`src/rtl/cbfp_shift_ctrl.sv`:
```
`timescale 1ns/1ps
// cbfp_shift_ctrl: turns per-block leading-zero counts into shifter
// commands through a descriptor FIFO and accumulates the frame exponent.
module cbfp_shift_ctrl #(
    parameter int CNT_W       = 5,
    parameter int Q_PT        = 12,
    parameter int MAX_RSH     = 22,
    parameter int BLK_PER_FRM = 32,
    parameter int FIFO_DEPTH  = 8,
    parameter int EXP_W       = 10
) (
    input  logic                    clk,
    input  logic                    rstn,
    input  logic                    in_valid,
    output logic                    in_ready,
    input  logic                    in_last,
    input  logic [3:0][CNT_W-1:0]   cal_cnt,
    output logic                    out_valid,
    input  logic                    out_ready,
    output logic                    shift_left,
    output logic [4:0]              shift_amt,
    output logic                    shift_sat,
    output logic                    out_last,
    output logic signed [EXP_W-1:0] frame_exp,
    output logic                    frame_exp_valid,
    output logic                    frame_err,
    output logic                    busy
);

    localparam int PTR_W = $clog2(FIFO_DEPTH);
    localparam int BLK_W = $clog2(BLK_PER_FRM);

    localparam logic signed [EXP_W-1:0] QX       = EXP_W'(Q_PT);
    localparam logic signed [EXP_W-1:0] RX       = EXP_W'(MAX_RSH);
    localparam logic [BLK_W-1:0]        LAST_BLK = BLK_W'(BLK_PER_FRM - 1);
    localparam logic [PTR_W:0]          FULL_CNT = (PTR_W + 1)'(FIFO_DEPTH);

    typedef struct packed {
        logic       left;
        logic [4:0] amt;
        logic       sat;
        logic       last;
    } cmd_t;

    typedef enum logic {IDLE, ACTIVE} state_t;

    logic signed [CNT_W-1:0] m;
    logic signed [EXP_W-1:0] m_x;
    logic signed [EXP_W-1:0] e;
    cmd_t                    cmd;
    cmd_t                    oc;

    cmd_t                    mem_q [FIFO_DEPTH];
    logic [PTR_W-1:0]        wr_ptr_q;
    logic [PTR_W-1:0]        rd_ptr_q;
    logic [PTR_W:0]          cnt_q;
    logic [PTR_W:0]          cnt_d;
    logic                    rdy_q;
    logic                    full;
    logic                    push;
    logic                    pop;

    state_t                  state_q;
    logic signed [EXP_W-1:0] acc_q;
    logic [BLK_W-1:0]        blk_q;
    logic signed [EXP_W-1:0] frame_exp_q;
    logic                    fev_q;
    logic                    err_q;

    // Signed minimum of the four group counts
    always_comb begin
        m = $signed(cal_cnt[0]);
        for (int i = 1; i < 4; i++) begin
            if ($signed(cal_cnt[i]) < m) begin
                m = $signed(cal_cnt[i]);
            end
        end
    end

    // Shift command and unclamped block exponent from the block minimum
    always_comb begin
        m_x      = EXP_W'(m);
        e        = QX - m_x;
        cmd      = '0;
        cmd.last = in_last;
        if (m_x > QX) begin
            cmd.left = 1'b1;
            cmd.amt  = 5'(m_x - QX);
        end else if (e > RX) begin
            cmd.amt = 5'(RX);
            cmd.sat = 1'b1;
        end else begin
            cmd.amt = 5'(e);
        end
    end

    assign full      = (cnt_q == FULL_CNT);
    assign out_valid = (cnt_q != '0);
    assign in_ready  = rdy_q && !full;
    assign push      = in_valid && in_ready;
    assign pop       = out_valid && out_ready;

    // Occupancy next state
    always_comb begin
        cnt_d = cnt_q;
        unique case ({push, pop})
            2'b10:   cnt_d = cnt_q + 1'b1;
            2'b01:   cnt_d = cnt_q - 1'b1;
            default: cnt_d = cnt_q;
        endcase
    end

    // Descriptor storage; an entry is only observed while it is valid
    always_ff @(posedge clk) begin
        if (push) begin
            mem_q[wr_ptr_q] <= cmd;
        end
    end

    // FIFO pointers, occupancy and the post-reset ready enable
    always_ff @(posedge clk or negedge rstn) begin
        if (!rstn) begin
            wr_ptr_q <= '0;
            rd_ptr_q <= '0;
            cnt_q    <= '0;
            rdy_q    <= 1'b0;
        end else begin
            rdy_q <= 1'b1;
            cnt_q <= cnt_d;
            if (push) begin
                wr_ptr_q <= wr_ptr_q + 1'b1;
            end
            if (pop) begin
                rd_ptr_q <= rd_ptr_q + 1'b1;
            end
        end
    end

    assign oc         = out_valid ? mem_q[rd_ptr_q] : '0;
    assign shift_left = oc.left;
    assign shift_amt  = oc.amt;
    assign shift_sat  = oc.sat;
    assign out_last   = oc.last;

    // Frame tracking: block count, exponent accumulation, error flag
    always_ff @(posedge clk or negedge rstn) begin
        if (!rstn) begin
            state_q     <= IDLE;
            acc_q       <= '0;
            blk_q       <= '0;
            frame_exp_q <= '0;
            fev_q       <= 1'b0;
            err_q       <= 1'b0;
        end else begin
            fev_q <= 1'b0;
            if (push) begin
                if (in_last) begin
                    state_q     <= IDLE;
                    frame_exp_q <= acc_q + e;
                    fev_q       <= 1'b1;
                    acc_q       <= '0;
                    blk_q       <= '0;
                    if (blk_q != LAST_BLK) begin
                        err_q <= 1'b1;
                    end
                end else begin
                    state_q <= ACTIVE;
                    acc_q   <= acc_q + e;
                    if (blk_q == LAST_BLK) begin
                        err_q <= 1'b1;
                        blk_q <= '0;
                    end else begin
                        blk_q <= blk_q + 1'b1;
                    end
                end
            end
        end
    end

    assign frame_exp       = frame_exp_q;
    assign frame_exp_valid = fev_q;
    assign frame_err       = err_q;
    assign busy            = (state_q == ACTIVE) || out_valid;

endmodule
```
`config.mk`:
```
export PLATFORM = sky130hd
export DESIGN_NAME = cbfp_shift_ctrl
export DESIGN_NICKNAME = d
export VERILOG_FILES = /design/src/rtl/cbfp_shift_ctrl.sv
export SDC_FILE = /design/constraint.sdc
export NUM_CORES = 1
export LEC_CHECK = 0
export CORE_UTILIZATION = 52
export DETAILED_ROUTE_END_ITERATION = 7
export GPL_ROUTABILITY_DRIVEN = 0
export HOLD_SLACK_MARGIN = 0.12
export PLACE_DENSITY = 0.87
export SLEW_MARGIN = 20
export SYNTH_ARGS = -nofsm -noshare
export SYNTH_HDL_FRONTEND = slang
export SYNTH_SLANG_ARGS = --single-unit
```
`constraint.sdc`:
```
create_clock -name clk -period 2.96 [get_ports clk]
set_input_delay 0.888 -clock clk [delete_from_list [all_inputs] [get_ports clk]]
set_output_delay 0.888 -clock clk [all_outputs]
set_load 0.01 [all_outputs]
```
# == Word level (Yosys, flattened, before mapping) ==
# Memories as Yosys holds them, arrays and structs flattened.
# Cells that the tools add are included.
# totals
mem_bits_rw,64
in_bits,25
wordCells,61
ff_bits,39
n_memories,1
output_inout_bits,23
# mem_list
name,words,width,rd,rd_clocked_by_memory_dff,write_ports,line,text
mem_q,8,8,1,0,1,53,cmd_t mem_q [FIFO_DEPTH];
# op_classes
n_eq_ne,6
muxes,21
order_cmp,5
n_reduce_logical,10
n_addsub,8
# ops
cell,count
$mux W5,7
$lt A5 B5 Y1,3
$mux W1,11
$add A10 B6 Y10,1
$mux W10,1
$mux W8,1
$pmux W4 S2,1
$add A3 B1 Y3 const B,2
$gt A6 B6 Y1 const B,1
$sub A5 B5 Y6 const A,1
$add A5 B1 Y5 const B,1
$eq A5 B5 Y1 const B,1
$gt A5 B5 Y1 const B,1
$ne A5 B5 Y1 const B,1
$sub A5 B5 Y5 const B,1
$add A4 B1 Y4 const B,1
$eq A4 B4 Y1 const B,1
$reduce_bool A2 Y1,2
$reduce_bool A4 Y1,1
$sub A4 B1 Y4 const B,1
$logic_and A1 B1 Y1,3
$reduce_and A3 Y1,1
$eq A2 B1 Y1 const B,1
$eq A2 B2 Y1 const B,1
other kinds (4),4

# == Longest topological paths before layout ==
# logic_depth
depth_word,10
ltp_mapped,35

# == Worst setup path after synthesis ==
# OpenSTA, ideal clock, no wires.
# synth_timing
kind,input -> register
start,input cal_cnt[4] (netlist name)
end,"register frame_exp_q[9], in the netlist frame_exp[9]"
path_slack_ns,-4.399
arrival_ns,7.234
n_path_buf,2
required_time_ns,2.835
stages,33
path_cell_list,inv_1 > ha_1 > buf_2 > a21oi_1 > o21ba_2 > a31o_2 > mux2i_1 > ha_1 > a21o_1 > a2111o_1 > nor3_2 > a31oi_2 > mux2i_1 > inv_1 > ha_1 > a211oi_1 > nand3_1 > nor2_1 > o211ai_2 > and2_4 > buf_6 > a211oi_1 > o21ai_0 > nor2b_1 > ha_1 > inv_1 > o21bai_1 > a21oi_1 > o21ai_0 > a21o_1 > a21oi_1 > xnor3_1 > mux2_4
# synth_between
elab_chain_cells,8
# synth_lines
element,line,text
start: declaration,17,"input logic [3:0][CNT_W-1:0] cal_cnt,"
$lt A5 B5 Y1,74,if ($signed(cal_cnt[i]) < m) begin
$mux W5 *,74,
$lt A5 B5 Y1,74,
$mux W5 *,74,
$lt A5 B5 Y1,74,
$mux W5 *,74,
$sub A5 B5 Y6 *,83,e = QX - m_x;
$add A10 B6 Y10 *,159,frame_exp_q <= acc_q + e;
end signal: assignment,159,
end: declaration,66,logic signed [EXP_W-1:0] frame_exp_q;
# Mark *: on every way between the ends. The rest lies on a longest branch, timed or not.
# A chain may end at the register's enable or synchronous reset.

# == Worst setup path after layout ==
# layout_timing
start,input cal_cnt[2] (netlist name)
end,"register frame_exp_q[9], in the netlist frame_exp[9]"
# The elaborated chain is that of the path after synthesis.

==> results.sh <==
export IMPL_hold_violations=0
export IMPL_hold_start="frame_err$_DFFE_PN0P_"
export IMPL_cap_violations=0
export IMPL_synth_area_sq_um=5430
export IMPL_grt_max_degree=40
export IMPL_synth_flop_cell="edfxtp_1"
export IMPL_drtPass1Iterations=5
export IMPL_path_class="primary input to flop"
export IMPL_cts_sinks=103
export IMPL_io_buffers=47
export IMPL_period_share_pct=236
export IMPL_layout_nets=632
export IMPL_fin_util_pct=79.0
export IMPL_ys_seq_area_share_pct=53.3
export IMPL_worst_slew_pin_transition_ps=862
export IMPL_slowest_delay_ps=440
export IMPL_period_minus_slack_ps=6980
export IMPL_cts_buffers=9
export IMPL_status="complete, but fails checks"
export IMPL_synthTopCellsByCount="edfxtp_1 (64), dfrtp_1 (39), nand2_1 (33)"
export IMPL_grtUsageTotal_pct=25.7
export IMPL_relSlewSlack_pct=42.5
export IMPL_fmax_mhz=143
export IMPL_grt_ovfl_total=0
export IMPL_setup_violations_final=76
export IMPL_clkSlewWorstSetupHoldPaths_ps=120
export IMPL_rr_worst_depth=10
export IMPL_vdd_drop_max_v=0.000693
export IMPL_critPathMostFrequentCell="ha_4"
export IMPL_synth_top_cell_area_share_pct=35.4
export IMPL_antenna_found_initial=0
export IMPL_cts_root_buf="clkbuf_8"
export IMPL_syn2layout_area_growth_pct=44.6
export IMPL_post_route_worst_setup_slack_ps=-4020
export IMPL_slew_viol_final=0
export IMPL_worstPathArrival_ps=7260
export IMPL_holdPathEnd="frame_err$_DFFE_PN0P_"
export IMPL_routed_wl_um=14900
export IMPL_synth_nets=473
export IMPL_ant_nets=0
export IMPL_timing_rr_start="cnt_q[1]$_DFFE_PN0P_"
export IMPL_holdPathStages=1
export IMPL_path_max_fanout=5
export IMPL_synthTopCellsByArea="edfxtp_1 (35%), dfrtp_1 (18%), ha_1 (7.1%)"
export IMPL_rsz0062_at_grt="yes"
export IMPL_core_area_sq_um=9950
export IMPL_synth_edf_count=64
export IMPL_worst_setup_path_end_kind="flop"
export IMPL_start_util_pct=54.6
export IMPL_drt_iter0_drc=306
export IMPL_fp_dieArea_sq_um=10900
export IMPL_grt_pass1_wl_um=21400
export IMPL_rrSetupSlack_ps=410
export IMPL_io_pins=48
export IMPL_routed_via_density=5.86
export IMPL_drc=0
export IMPL_hpwl_um=8370
export IMPL_critPathSlowestCell="a2111o_1"
export IMPL_ys_ff_latch=103
export IMPL_syn_avg_cell_area_sq_um=13.1
export IMPL_placed_area_sq_um=6890
export IMPL_yosysWarningCount=0
export IMPL_cts_tree="yes"
export IMPL_power_density_nw_per_um2=1050
export IMPL_hp_class="flop to flop"
export IMPL_grt_pass1_vias=4358
export IMPL_cp_required_ps=3240
export IMPL_synth_cells=415
export IMPL_violations="setup timing"
export IMPL_final_cell_area_sq_um=7860
export IMPL_synthMostInstantiatedCell="edfxtp_1"
export IMPL_ys_async_sr_fraction_pct=37.9
export IMPL_synth_top_area_cell="edfxtp_1"
export IMPL_cp_start_kind="primary input"
export IMPL_synth_cell_type_count=67
export IMPL_clkLatencyLatePin_ps=380
export IMPL_post_layout_nonfiller_instances=712
export IMPL_finClkSkew_ps=20.4
export IMPL_diodes=0
export IMPL_tns_ps=-255190
export IMPL_vias=4171
export IMPL_power_leakage_nw=3.27
export IMPL_row_count=36
export IMPL_die_y_um=104
export IMPL_drive_gt1_share_pct=47.0
export IMPL_die_x_um=104
export IMPL_pre_cts_slack_ps=-4710
export IMPL_cts_max_level=3
export IMPL_cts_path_max_buffers=2
export IMPL_dp_cells=664
export IMPL_wl_per_cell_um=20.9
export IMPL_r2r_end="cnt_q[3]$_DFFE_PN0P_"
-- worst max path at each step --
stage,start,endpoint,slack (ps)
2_1_floorplan,cal_cnt[4],frame_exp[9]$_DFFE_PN0P_,-3880
3_3_place_gp,cal_cnt[4],frame_exp[9]$_DFFE_PN0P_,-4260
3_5_place_dp,cal_cnt[4],frame_exp[9]$_DFFE_PN0P_,-4710
4_1_cts,cal_cnt[2],frame_exp[9]$_DFFE_PN0P_,-3750
5_1_grt,cal_cnt[2],frame_exp[9]$_DFFE_PN0P_,-4180
6_report,cal_cnt[2],frame_exp[9]$_DFFE_PN0P_,-4020
-- critical path, delay by kind of cell --
kind / cells / cell delay, ps
XOR/XNOR: 2 / 510
AND/OR/NAND/NOR: 3 / 580
buffers and inverters: 3 / 250
multiplexers: 4 / 1170
AO/OA/AOI/OAI: 14 / 2850
adder cells (fa/ha/maj): 4 / 990
-- cells in the final DEF (no fill, tap or decap), types with 7 or more instances in the layout --
| cell type | netlist | final |
|---|---|---|
| buf_2 | 1 | 11 |
| clkbuf_8 | 0 | 9 |
| ha_1 | 31 | 16 |
| mux2i_1 | 19 | 14 |
| inv_1 | 28 | 19 |
| buf_6 | 1 | 19 |
| a21o_1 | 7 | 7 |
| clkdlybuf4s50_1 | 0 | 30 |
| mux4_2 | 16 | 16 |
| buf_4 | 0 | 93 |
| a21oi_2 | 0 | 7 |
| edfxtp_1 | 64 | 64 |
| nand2_1 | 33 | 30 |
| dfrtp_1 | 39 | 38 |
| ha_4 | 0 | 14 |
| nor2_1 | 17 | 14 |
-- through the flow --
stage / hold WS (ps) / power (mW)
floorplan: 441 / 4.36
global placement: 439 / 5.59
detailed placement: 450 / 5.81
CTS: 471 / 7.46
global route: 496 / 8.60
finish: 473 / 8.25
-- per-layer routing --
metal | global-route usage, % | vias up | share of wire (%)
li1 | - | 1853 | -
met4 | 13.1 | 0 | 3.2
met1 | 29.1 | 2125 | 39
met3 | 4.51 | 43 | 3.7
met2 | 46.3 | 150 | 55
met5 | 0 | - | 0
-- report_power, final --
group          switching, mW  internal [mW]
clock network          0.516          0.403
logic                   2.34           2.66
registers              0.306           2.04
total                   3.16           5.09
-- state kept, by name, indices dropped and copies added (netlist names) --
| signal | flops |
|---|---|
| state_q | 1 |
| rd_ptr_q | 3 |
| acc_q | 10 |
| frame_exp_valid | 1 |
| frame_err | 1 |
| rdy_q | 1 |
| mem_q | 64 |
| wr_ptr_q | 3 |
| blk_q | 5 |
| cnt_q | 4 |
| frame_exp | 10 |
-- cell type report --
| class | instances | area [sq um] |
|---|---|---|
| Multi-Input combinational cell | 268 | 3010 |
| Fill cell | 529 | 2090 |
| Timing Repair Buffer | 163 | 1450 |
| Inverter | 29 | 126 |
| Clock inverter | 7 | 80.1 |
| Tap cell | 133 | 166 |
| Clock buffer | 9 | 124 |
| Sequential cell | 103 | 2900 |
-- repair_timing --
action | CTS | global route
pin swaps | 49 | 53
hold buffers | 0 | 0
gates cloned | 2 | 0
resized for setup | 112 | 57
endpoints found under the setup margin | 84 | 84
setup buffers | 26 | 12
-- cell families after synthesis --
group                    after synthesis  share of synthesized area (%)
XOR/XNOR                              19                           3.32
flip-flops                           103                           53.3
adder cells (fa/ha/maj)               33                           7.87
AO/OA/AOI/OAI                         71                           9.69
other                                  1                         0.0690
multiplexers                          46                           12.9
AND/OR/NAND/NOR                       98                           9.65
buffers and inverters                 44                           3.20
No activity file was read; power rests on OpenSTA's default activity.
